**src/rtl/bandai_mapper_pkg.sv**
```systemverilog
`default_nettype none
// ============================================================================
// Module   : bandai_mapper_pkg
// Purpose  : Shared FSM encoding, register map and knock helper for the mapper.
// Revision : 1.0 - initial release
// ============================================================================
package bandai_mapper_pkg;

   typedef enum logic [1:0] {
      ST_LOCK  = 2'd0,
      ST_SHIFT = 2'd1,
      ST_OPEN  = 2'd2
   } fsm_state_t;

   localparam logic [7:0] REG_BANK0     = 8'hC0;
   localparam logic [7:0] REG_BANK1     = 8'hC1;
   localparam logic [7:0] REG_BANK2     = 8'hC2;
   localparam logic [7:0] REG_BANK3     = 8'hC3;
   localparam logic [7:0] REG_BYTE_MODE = 8'hCE;
   localparam logic [7:0] REG_RELOCK    = 8'hCF;

   localparam logic [7:0] RELOCK_KEY = 8'hA5;
   localparam int         NUM_BANKS  = 4;

   // Knock byte k lives at [8k+7:8k]; step 0 is the least significant byte.
   function automatic logic [7:0] knock_byte(input logic [31:0] seq, input logic [1:0] idx);
      return seq[{idx, 3'b000} +: 8];
   endfunction

endpackage
`default_nettype wire

```
**src/rtl/bandai_unlock_fsm.sv**
```systemverilog
`default_nettype none
// ============================================================================
// Module   : bandai_unlock_fsm
// Purpose  : Address-knock matcher, boot bitstream shifter, SO and LOCKED.
// Revision : 1.0 - initial release
// ============================================================================
module bandai_unlock_fsm
   import bandai_mapper_pkg::*;
#(
   parameter int                   UNLOCK_LEN = 2,
   parameter logic [31:0]          UNLOCK_SEQ = 32'h0000A55A,
   parameter int                   STREAM_W   = 18,
   parameter logic [STREAM_W-1:0]  STREAM     = 18'h05140
) (
   input  logic       clk,
   input  logic       rst,
   input  logic       i_event,
   input  logic [7:0] i_addr,
   input  logic       i_relock,
   output logic       o_so,
   output logic       o_locked
);

   localparam int                CNT_W       = $clog2(STREAM_W + 1);
   localparam logic [1:0]        C_LAST_STEP = 2'(UNLOCK_LEN - 1);
   localparam logic [CNT_W-1:0]  C_LAST_BIT  = CNT_W'(STREAM_W - 1);

   fsm_state_t           r_state;
   logic [1:0]           r_step;
   logic [STREAM_W-1:0]  r_shift;
   logic [CNT_W-1:0]     r_cnt;
   logic                 r_locked;

   logic w_hit_cur;
   logic w_hit_first;

   assign w_hit_cur   = (i_addr == knock_byte(UNLOCK_SEQ, r_step));
   assign w_hit_first = (i_addr == knock_byte(UNLOCK_SEQ, 2'd0));

   always_ff @(posedge clk) begin
      if (rst) begin
         r_state  <= ST_LOCK;
         r_step   <= 2'd0;
         r_shift  <= '1;
         r_cnt    <= '0;
         r_locked <= 1'b1;
      end else begin
         case (r_state)
            ST_LOCK: begin
               if (i_event) begin
                  if (w_hit_cur) begin
                     if (r_step == C_LAST_STEP) begin
                        r_state  <= ST_SHIFT;
                        r_step   <= 2'd0;
                        r_shift  <= STREAM;
                        r_cnt    <= '0;
                        r_locked <= 1'b0;
                     end else begin
                        r_step <= r_step + 2'd1;
                     end
                  end else if (w_hit_first) begin
                     // A mismatch that is itself the first knock restarts at step 1.
                     r_step <= 2'd1;
                  end else begin
                     r_step <= 2'd0;
                  end
               end
            end
            ST_SHIFT: begin
               if (i_relock) begin
                  r_state  <= ST_LOCK;
                  r_step   <= 2'd0;
                  r_shift  <= '1;
                  r_locked <= 1'b1;
               end else begin
                  r_shift <= {1'b1, r_shift[STREAM_W-1:1]};
                  r_cnt   <= r_cnt + 1'b1;
                  if (r_cnt == C_LAST_BIT) begin
                     r_state <= ST_OPEN;
                  end
               end
            end
            ST_OPEN: begin
               if (i_relock) begin
                  r_state  <= ST_LOCK;
                  r_step   <= 2'd0;
                  r_shift  <= '1;
                  r_locked <= 1'b1;
               end
            end
            default: begin
               r_state  <= ST_LOCK;
               r_step   <= 2'd0;
               r_shift  <= '1;
               r_locked <= 1'b1;
            end
         endcase
      end
   end

   // The 1-fill keeps SO idle-high outside SHIFT without a separate mux.
   assign o_so     = r_shift[0];
   assign o_locked = r_locked;

endmodule
`default_nettype wire

```
**src/rtl/bandai_mapper_gen2.sv**
```systemverilog
`default_nettype none
// ============================================================================
// Module   : bandai_mapper_gen2
// Purpose  : Cartridge mapper: knock unlock, bank file, read path, CE decode.
//            Optional ROM byte mode (BYTEn port, register CE) via ROM_BYTE_MODE_EN.
// Revision : 1.0 - initial release
// ============================================================================
module bandai_mapper_gen2
   import bandai_mapper_pkg::*;
#(
   parameter int                   RADDR_W    = 7,
   parameter int                   UNLOCK_LEN = 2,
   parameter logic [31:0]          UNLOCK_SEQ = 32'h0000A55A,
   parameter int                   STREAM_W   = 18,
   parameter logic [STREAM_W-1:0]  STREAM     = 18'h05140
) (
   input  logic               CLK,
   input  logic               RST,
   input  logic               CEn,
   input  logic               WEn,
   input  logic               OEn,
   input  logic               SSn,
   input  logic [7:0]         ADDR,
   input  logic [7:0]         DQ_I,
   output logic [7:0]         DQ_O,
   output logic               DQ_OE,
   output logic               SO,
   output logic               ROMCEn,
   output logic               RAMCEn,
   output logic [RADDR_W-1:0] RADDR,
`ifdef ROM_BYTE_MODE_EN
   output logic               BYTEn,
`endif
   output logic               LOCKED
);

   logic       r_cen;
   logic       r_wen;
   logic       r_wen_d;
   logic       r_oen;
   logic       r_ssn;
   logic [7:0] r_addr;
   logic [7:0] r_addr_d;
   logic [7:0] r_dq;

   logic [7:0] r_bank [NUM_BANKS];
   logic       r_dq_oe;
   logic [7:0] r_dq_o;

   logic       w_event;
   logic       w_sel;
   logic       w_write;
   logic       w_bank_hit;
   logic       w_relock;
   logic       w_read;
   logic       w_locked;
   logic       w_so;
   logic       w_byte_mode;
   logic [3:0] w_page;
   logic       w_rce;
   logic       w_ram_sel;
   logic       w_rom_sel;

   always_ff @(posedge CLK) begin
      if (RST) begin
         r_cen    <= 1'b1;
         r_wen    <= 1'b1;
         r_wen_d  <= 1'b1;
         r_oen    <= 1'b1;
         r_ssn    <= 1'b1;
         r_addr   <= 8'h00;
         r_addr_d <= 8'h00;
         r_dq     <= 8'h00;
      end else begin
         r_cen    <= CEn;
         r_wen    <= WEn;
         r_wen_d  <= r_wen;
         r_oen    <= OEn;
         r_ssn    <= SSn;
         r_addr   <= ADDR;
         r_addr_d <= r_addr;
         r_dq     <= DQ_I;
      end
   end

   assign w_event    = (r_addr != r_addr_d);
   assign w_sel      = ~(r_ssn & r_cen);
   assign w_write    = ~r_wen_d & r_wen & w_sel;
   assign w_bank_hit = (r_addr[7:2] == REG_BANK0[7:2]);
   assign w_relock   = w_write & (r_addr == REG_RELOCK) & (r_dq == RELOCK_KEY);
   assign w_read     = ~r_oen & r_wen & w_sel & w_bank_hit & ~w_locked;

   bandai_unlock_fsm #(
      .UNLOCK_LEN (UNLOCK_LEN),
      .UNLOCK_SEQ (UNLOCK_SEQ),
      .STREAM_W   (STREAM_W),
      .STREAM     (STREAM)
   ) u_unlock (
      .clk      (CLK),
      .rst      (RST),
      .i_event  (w_event),
      .i_addr   (r_addr),
      .i_relock (w_relock),
      .o_so     (w_so),
      .o_locked (w_locked)
   );

   // LOCKED is the registered value, so a write landing with the final knock is dropped.
   always_ff @(posedge CLK) begin
      if (RST) begin
         for (int i = 0; i < NUM_BANKS; i++) begin
            r_bank[i] <= 8'hFF;
         end
      end else if (w_write & w_bank_hit & ~w_locked) begin
         r_bank[r_addr[1:0]] <= r_dq;
      end
   end

   always_ff @(posedge CLK) begin
      if (RST) begin
         r_dq_oe <= 1'b0;
         r_dq_o  <= 8'h00;
      end else begin
         r_dq_oe <= w_read;
         r_dq_o  <= w_read ? r_bank[r_addr[1:0]] : 8'h00;
      end
   end

`ifdef ROM_BYTE_MODE_EN
   logic r_byte_n;

   always_ff @(posedge CLK) begin
      if (RST) begin
         r_byte_n <= 1'b1;
      end else if (w_write & (r_addr == REG_BYTE_MODE) & ~w_locked) begin
         r_byte_n <= ~r_dq[0];
      end
   end

   assign BYTEn       = r_byte_n;
   assign w_byte_mode = ~r_byte_n;
`else
   assign w_byte_mode = 1'b0;
`endif

   // Decode uses the raw bus so the chip-selects follow the pins without a cycle of lag.
   assign w_page    = ADDR[7:4];
   assign w_rce     = ~w_locked & SSn & ~CEn;
   assign w_ram_sel = w_rce & ~w_byte_mode & (w_page == 4'd1);
   assign w_rom_sel = w_rce & (w_byte_mode ? (w_page >= 4'd1) : (w_page > 4'd1));

   always_comb begin
      RADDR = '0;
      if (w_ram_sel | w_rom_sel) begin
         if (w_page > 4'd3) begin
            RADDR = {r_bank[0][RADDR_W-5:0], w_page};
         end else begin
            RADDR = r_bank[ADDR[5:4]][RADDR_W-1:0];
         end
      end
   end

   assign RAMCEn = ~w_ram_sel;
   assign ROMCEn = ~w_rom_sel;
   assign DQ_OE  = r_dq_oe;
   assign DQ_O   = r_dq_o;
   assign SO     = w_so;
   assign LOCKED = w_locked;

endmodule
`default_nettype wire
```
**config.mk**
```make
export PLATFORM = sky130hd
export DESIGN_NAME = bandai_mapper_gen2
export DESIGN_NICKNAME = d
export VERILOG_FILES = /design/src/rtl/bandai_mapper_pkg.sv /design/src/rtl/bandai_unlock_fsm.sv /design/src/rtl/bandai_mapper_gen2.sv
export SDC_FILE = /design/constraint.sdc
export NUM_CORES = 1
export LEC_CHECK = 0
export ABC_AREA = 1
export CAP_MARGIN = 15
export CORE_MARGIN = 5
export CORE_UTILIZATION = 38
export CTS_CLUSTER_SIZE = 8
export DETAILED_ROUTE_END_ITERATION = 12
export PLACE_DENSITY_LB_ADDON = 0.08
export SLEW_MARGIN = 15
export SYNTH_ARGS = -nofsm -noshare
export SYNTH_HDL_FRONTEND = slang
export SYNTH_SLANG_ARGS = --single-unit
export TNS_END_PERCENT = 5
```
**constraint.sdc**
```tcl
create_clock -name CLK -period 5.7 [get_ports CLK]
set_clock_uncertainty 0.05 [all_clocks]
set_input_delay 0.57 -clock CLK [delete_from_list [all_inputs] [get_ports CLK]]
set_output_delay 0.57 -clock CLK [all_outputs]
set_load 0.02 [all_outputs]
```
Yosys cells after proc, flatten, opt, wreduce, memory -nomap -nowiden
Memory sizes are Yosys's and may differ from the RTL's. A register that Yosys moved wholly into a read port is not among the register bits.
Cells that the tools add are included.
Word-level totals
  output and inout port bits: 20
  input port bits: 22
  bits in writable memories: 32
  memories kept: 1
  register bits: 58
  logic and storage cells: 110
Memory list
  r_bank: words 4, bits a word 8, rd ports 3, clocked after memory_dff 1, write ports 4, line bandai_mapper_gen2.sv:46  | logic [7:0] r_bank [NUM_BANKS];
Operators by class
  magnitude comparators: 2
  bitwise logic cells: 24
  reduce and logical (&&, ||, !) cells: 10
  equality and inequality tests: 18
  add/sub/neg operators: 2
  shifts and indexed selects: 1
  muxes and demuxes: 38
Operator list (number)
  2-to-1 mux 18 bit: 4
  case mux 18 bit (3 select lines): 1
  variable part select 32 x 6 -> 8 bit (first input constant): 1
  2-to-1 mux 2 bit: 10
  2-to-1 mux 5 bit: 4
  2-to-1 mux 17 bit: 1
  == test 8 bit (second input constant): 2
  AND 1 bit: 15
  2-to-1 mux 7 bit: 2
  2-to-1 mux 1 bit: 11
  != test 2 x 1 -> 1 bit (second input constant): 5
  case mux 5 bit (2 select lines): 1
  AND reduction 5 bit: 2
  == test 8 x 7 -> 1 bit (second input constant): 1
  == test 8 bit: 1
  2-to-1 mux 8 bit: 1
  != test 8 bit: 1
  inverter 1 bit: 8
  AND reduction 4 bit: 2
  OR reduction 8 bit: 1
  == test 6 bit (second input constant): 1
  case mux 2 bit (3 select lines): 1
  adder 5 x 1 -> 5 bit (second input constant): 1
  == test 5 bit (second input constant): 1
  other kinds (15): 17

Longest topological paths before layout
Gate-level depths: netlist of the first run.
  depth after elaboration: 10
  gate-level depth with buffers: 13
  depth with buffers taken out: 12

Modules after synthesis
Synthesis of the first run repeated with hierarchy kept, for this count alone.
Unflattened totals
  cells, all modules: 625
  area total of the unflattened synthesis: 4753.3 um^2
By module, submodules not included
  bandai_mapper_gen2: times used 1, area each 3045.4 um^2, cells each 356, sequential area each 1721.7 um^2
  bandai_unlock_fsm: times used 1, area each 1707.9 um^2, cells each 269, sequential area each 560.5 um^2

Worst setup path before layout of the first run
Ideal clock, no wire load.
  kind: input port to output port
  start: input port ADDR[7]
  end: output port RADDR[4]
  path buffers: 0
  data arrival time: 2.061 ns
  stages on the path: 7
  data required time: 5.080 ns
  slack: 3.019 ns
  path through: nor2_1 inv_1 nor2_1 nand3_1 nand2_1 inv_1 a211oi_1
Between the ends
  longest elaborated chain between the ends: 4
  elaborated cells between the ends (all ways): 8
  classes of those cells: 2 x order compare; 1 x eq/ne; 2 x mux; 3 x bitwise
RTL lines
  from (decl): line bandai_mapper_gen2.sv:23  | input logic [7:0] ADDR,
  > comparator 4 x 1 -> 1 bit or == test 4 x 1 -> 1 bit (tied branches): line bandai_mapper_gen2.sv:150, bandai_mapper_gen2.sv:149
  AND 1 bit, on equally long branches: line bandai_mapper_gen2.sv:150, bandai_mapper_gen2.sv:149
  bitwise OR 1 bit: line bandai_mapper_gen2.sv:154  | if (w_ram_sel | w_rom_sel) begin
  2-to-1 mux 7 bit *: line bandai_mapper_gen2.sv:154
  to (decl): line bandai_mapper_gen2.sv:30  | output logic [RADDR_W-1:0] RADDR,
Mark *: on every way between the ends. The rest lies on a longest branch, timed or not.

Worst setup path after layout of the first run
Ends and elaborated chain as after synthesis.

==> results.cfg, run 1 <==
[timing]
post-route-min-period_ns = 3.624
fmax_mhz = 275.9
max_slew_margin = 0.4261
tns_ns = 0
fin_ws_ns = 2.076
setup_viol_count_final = 0
finalCritPeriodShare = 0.6359
maxSlewViolCount = 0
grt_setup_unrepaired = false
hold_violations = 0
worstMarginPinSlew_ns = 0.8597

[worst_setup_path]
crit_buf_inv = 4
cp_max_fo = 6
critical_path.top_delay_family = buffers and inverters
cp_cell_sequence = clkdlybuf4s50_1 > nor2_1 > inv_1 > nor2_1 > nand3_1 > nand2_1 > inv_1 > a211oi_1 > clkdlybuf4s50_1
critPathCaptureType = output pin
worstPathArrival_ns = 3.00
worst_setup_path_start_kind = input pin
crit_slowest_cell = clkdlybuf4s50_1
cp_slowest_stage_delay_ns = 0.66
worst-setup-path-type = in2out
required_ns = 5.08

[synth]
syn-cell-area_um2 = 4713
syn_nets = 670
yosys_warnings = 0
ys_seq_elements = 98
synth_cell_types = 33
ys_seq_area_frac = 0.4842
syn_inst = 642
syn_area_per_cell_um2 = 7.342

[job]
cap_viol_max_count = 0

[cells_and_area]
final_area_um2 = 5542
nFillCells = 1216
stdcell_count = 847
mostFrequentLayoutCells = 193 x nand2_1, 87 x inv_1, 83 x nor2_1, 66 x dfxtp_1, 51 x nand3_1
final_net_count = 702
final_common_cell = nand2_1
drive_above_1_share = 0.05596
n_antenna_cell = 0
area_growth_pct = 17.57

[power]
p_leak_uw = 0.002435
vdd_drop_max_uv = 138.3
switchingPower_uw = 337.5
comb_power_share = 0.062
power_frac_seq = 0.514
p_per_area_nw_per_um2 = 260.2
switching_share = 0.2341
p_clk_frac = 0.424
power.internal_uw = 1104

[grt]
antenna_found_initial = 0
grt_pass1_wl_um = 19380
grt-ovfl-total = 0
grt_max_degree = 32
grtUsageTotal = 0.1678
grt_pass1_vias = 3765

[detailed_routing]
ant_nets = 0
firstDrtPassIters = 5
drc = 0
drt_iter0_drc = 360
vias = 4041
routed_wl_um = 11800
wl_per_cell_um = 13.93
routed_via_density = 4.771

[outcome]
outcome = finished clean

[placement]
gp_congestion = 0.8406
dpl-instance-area_um2 = 5244
dp_hpwl_um = 8136
io_buffer_count = 41
placedCellCount = 831
dp_slack_ns = 2.093

[die]
io_pins = 42
die_w_um = 121.4
dieArea_um2 = 14730
fp-row-count = 40
die_y_um = 121.4
core_um2 = 12060
start_util = 0.3908

[clock_tree]
htree_levels = 3
root_buffer = clkbuf_16
clock-sinks = 98
cts_tree = done
cts_resized = 0
clk_pin_slew_worst_paths_ns = 0.06
cts_hold_buf = 0
worstSkewPairLatency_ns = 0.35
cts-buffers-inserted = 9
clockBufferDepth = 2
cts_setup_buffers = 0

[min_path]
hold_path_class = reg2reg
cell usage after synthesis, drive strengths merged:
cell	instances	share of area
a211oi	2	0.0032
a21oi	19	0.020
a22oi	3	0.0048
a31oi	7	0.0093
and2	2	0.0027
buf	8	0.013
clkbuf	16	0.013
clkinv	2	0.0016
dfxtp	66	0.28
edfxtp	32	0.20
ha	6	0.016
inv	90	0.072
nand2	196	0.16
nand3	54	0.061
nand4	8	0.011
nor2	88	0.072
nor3	4	0.0042
nor4	1	0.0027
o2111ai	1	0.0019
o211ai	6	0.0096
o21ai	22	0.023
o31ai	3	0.0048
or2	4	0.0053
xnor2	2	0.0037
routing by layer:
layer | up-vias | wire (µm) | track usage
li1 | 2084 | - | -
met2 | 84 | 5228 | 0.2563
met5 | - | 0 | 0
met4 | 0 | 102 | 0.03782
met3 | 10 | 604 | 0.04709
met1 | 1863 | 5863 | 0.2364
registers in the layout, indices dropped and copies added, names as in the netlist:
name,flops
u_unlock.r_cnt,5
r_oen,1
u_unlock.r_shift,18
u_unlock.o_locked,1
r_wen_d,1
r_dq,8
DQ_O,8
r_bank,32
u_unlock.r_state,2
DQ_OE,1
r_addr,8
r_addr_d,8
r_wen,1
r_cen,1
u_unlock.r_step,2
r_ssn,1
cells by family after synthesis:
logic type               Yosys count  share of synthesized area
AO/OA/AOI/OAI                     63                    0.07698
XOR/XNOR                           2                   0.003717
adder cells (fa/ha/maj)            6                    0.01593
buffers and inverters            116                    0.09928
flip-flops                        98                     0.4842
AND/OR/NAND/NOR                  357                     0.3199
worst paths after layout:
kind | end | slack (ns) | start | cells after the start
min reg2reg | u_unlock.r_shift[16] | 0.41 | u_unlock.r_shift[16] | 2
min | u_unlock.r_shift[16] | 0.41 | u_unlock.r_shift[16] | 2
max | RADDR[4] | 2.08 | ADDR[7] | 9
max reg2reg | u_unlock.r_shift[12] | 2.62 | r_addr[0] | 8
power by group through the flow:
stage | clock network [µW] | logic [µW] | registers [µW]
6_report | 612 | 88.8 | 741
5_1_grt | 663 | 101 | 742
4_1_cts | 628 | 89.7 | 741
3_5_place_dp | 0 | 89.3 | 757
3_3_place_gp | 0 | 89.5 | 757
2_1_floorplan | 0 | 60.6 | 750
tightest hold or removal path, cell delays in order (launching register included):
cell and delay (ns):
dfxtp_1 0.33, nand2_1 0.05, nand3_1 0.05
metrics by stage:
step / util / hold slack, ns / power [µW]
finish: 0.4594 / 0.4063 / 1442
global route: 0.4594 / 0.4330 / 1507
CTS: 0.4590 / 0.4096 / 1458
detailed placement: 0.4348 / 0.3925 / 846.2
global placement: 0.4345 / 0.3832 / 846.4
floorplan: - / 0.3675 / 810.7
final cells by class:
cell class	count	area (µm²)	area share
Sequential cell	98	2282	0.4118
Multi-Input combinational cell	428	1971	0.3556
Timing Repair Buffer	45	440.4	0.07948
Inverter	92	345.3	0.06232
Clock buffer	10	229.0	0.04132
Tap cell	168	210.2	0.03793
Clock inverter	6	63.81	0.01152
Power figures use the tool's default switching activity.
==> inputs of run 2 (changes only) <==
clock period = 3.25 ns   (was 5.7 ns; I/O delays follow)
==> run 2 against run 1 <==
  * Sequential cell count is the same
  * Register-to-register slack lost 1.9 ns
  * Critical path depth is the same
  * Highest routed layer unchanged
  * Clock power grew 72%
==> results.cfg, run 2 (synthesis results as in run 1) <==
[outcome]
outcome = finished clean

[clock_tree]
cts_resized = 0
htree_levels = 3
cts_tree = done
cts_hold_buf = 0
clk_pin_slew_worst_paths_ns = 0.07
root_buffer = clkbuf_16
clockBufferDepth = 2
cts_setup_buffers = 0
cts-buffers-inserted = 9
clock-sinks = 98
worstSkewPairLatency_ns = 0.34

[timing]
hold_violations = 0
setup_viol_count_final = 0
maxSlewViolCount = 0
finalCritPeriodShare = 0.8840
tns_ns = 0
max_slew_margin = 0.5550
fmax_mhz = 348.1
worstMarginPinSlew_ns = 0.6667
grt_setup_unrepaired = false
post-route-min-period_ns = 2.873

[die]
fp-row-count = 40
dieArea_um2 = 14730
io_pins = 42
core_um2 = 12060
start_util = 0.3908
die_w_um = 121.4
die_y_um = 121.4

[detailed_routing]
firstDrtPassIters = 5
drt_iter0_drc = 316
wl_per_cell_um = 13.59
routed_via_density = 4.743
vias = 4079
routed_wl_um = 11690
ant_nets = 0
drc = 0

[cells_and_area]
ff_latch_area_um2 = 2282
mostFrequentLayoutCells = 193 x nand2_1, 87 x inv_1, 84 x nor2_1, 66 x dfxtp_1, 51 x nand3_1
multi_input_area_um2 = 1963
final_net_count = 715
largest_reg_flops = 32
final_area_um2 = 5628
largestRegisters = r_bank (32), u_unlock.r_shift (18)
n_antenna_cell = 0
stdcell_count = 860
area_growth_pct = 19.41
drive_above_1_share = 0.07081
final_common_cell = nand2_1
nFillCells = 1214
regMostFlops = r_bank

[placement]
gp_congestion = 0.9211
io_buffer_count = 41
dpl-instance-area_um2 = 5339
placedCellCount = 844
dp_hpwl_um = 8194

[worst_setup_path]
rr_worst_depth = 11
worst_setup_path_start_kind = input pin
critPathCaptureType = output pin
required_ns = 2.87
worst-setup-path-type = in2out
r2r_slack_ns = 0.77
cp-startpoint = ADDR[7]
r2r-end = u_unlock.r_shift[14]
worstPathArrival_ns = 2.50
cp_max_fo = 6
r2r_start = r_addr[1]
crit_end = RADDR[6]

[min_path]
hold_path_class = reg2reg
hp-start = u_unlock.r_shift[17]

[grt]
grt_max_degree = 31
grt-ovfl-total = 0
antenna_found_initial = 0
grt_pass1_wl_um = 19350
grt_pass1_vias = 3834
grtUsageTotal = 0.1674

[power]
vdd_drop_max_uv = 326.3
p_leak_uw = 0.002495
p_per_area_nw_per_um2 = 446.1

[job]
cap_viol_max_count = 0
-- run 2: where the power goes --
group / total [µW] / switching [µW] / internal, µW
logic: 167 / 100 / 66.3
clock network: 1050 / 451 / 596
registers: 1300 / 18.6 / 1280
total: 2510 / 570 / 1940
-- run 2: worst max-delay path, cell delays in order --
cell,delay (ns)
clkdlybuf4s50_1,0.42
nor2_1,0.22
inv_1,0.15
nor2_1,0.14
nand3_1,0.13
nand2_1,0.11
inv_1,0.11
a211oi_1,0.25
clkdlybuf4s50_1,0.64
-- run 2: per-stage QoR --
stage | util | hold WS, ns | setup slack (ns) | total power [µW]
6_report | 0.4666 | 0.4010 | 0.3769 | 2511
5_1_grt | 0.4666 | 0.4155 | 0.1793 | 2626
4_1_cts | 0.4666 | 0.4048 | 0.4347 | 2544
3_5_place_dp | 0.4426 | 0.3887 | 0.4376 | 1491
3_3_place_gp | 0.4426 | 0.3793 | 0.5037 | 1491
2_1_floorplan | - | 0.3675 | 1.059 | 1422
-- run 2: worst min path at each step --
stage / to / slack (ns) / cells past startpoint
detailed placement: u_unlock.r_shift[17] / 0.39 / 2
global placement: r_wen_d / 0.38 / 1
CTS: u_unlock.r_shift[17] / 0.40 / 2
global route: u_unlock.r_shift[17] / 0.42 / 2
finish: u_unlock.r_shift[17] / 0.40 / 2
floorplan: r_wen_d / 0.37 / 1
-- run 2: area by class of cell --
type | instances | share of cell area
Tap cell | 168 | 0.03735
Sequential cell | 98 | 0.4055
Inverter | 92 | 0.06136
Clock buffer | 11 | 0.04135
Multi-Input combinational cell | 428 | 0.3488
Clock inverter | 5 | 0.01000
Timing Repair Buffer | 58 | 0.09560
-- run 2: layer usage --
layer,part of all wire,vias up,track usage
met1,0.51,1828,0.2399
li1,-,2121,-
met3,0.054,22,0.03683
met5,0,-,0
met4,0.027,0,0.07633
met2,0.41,108,0.2390
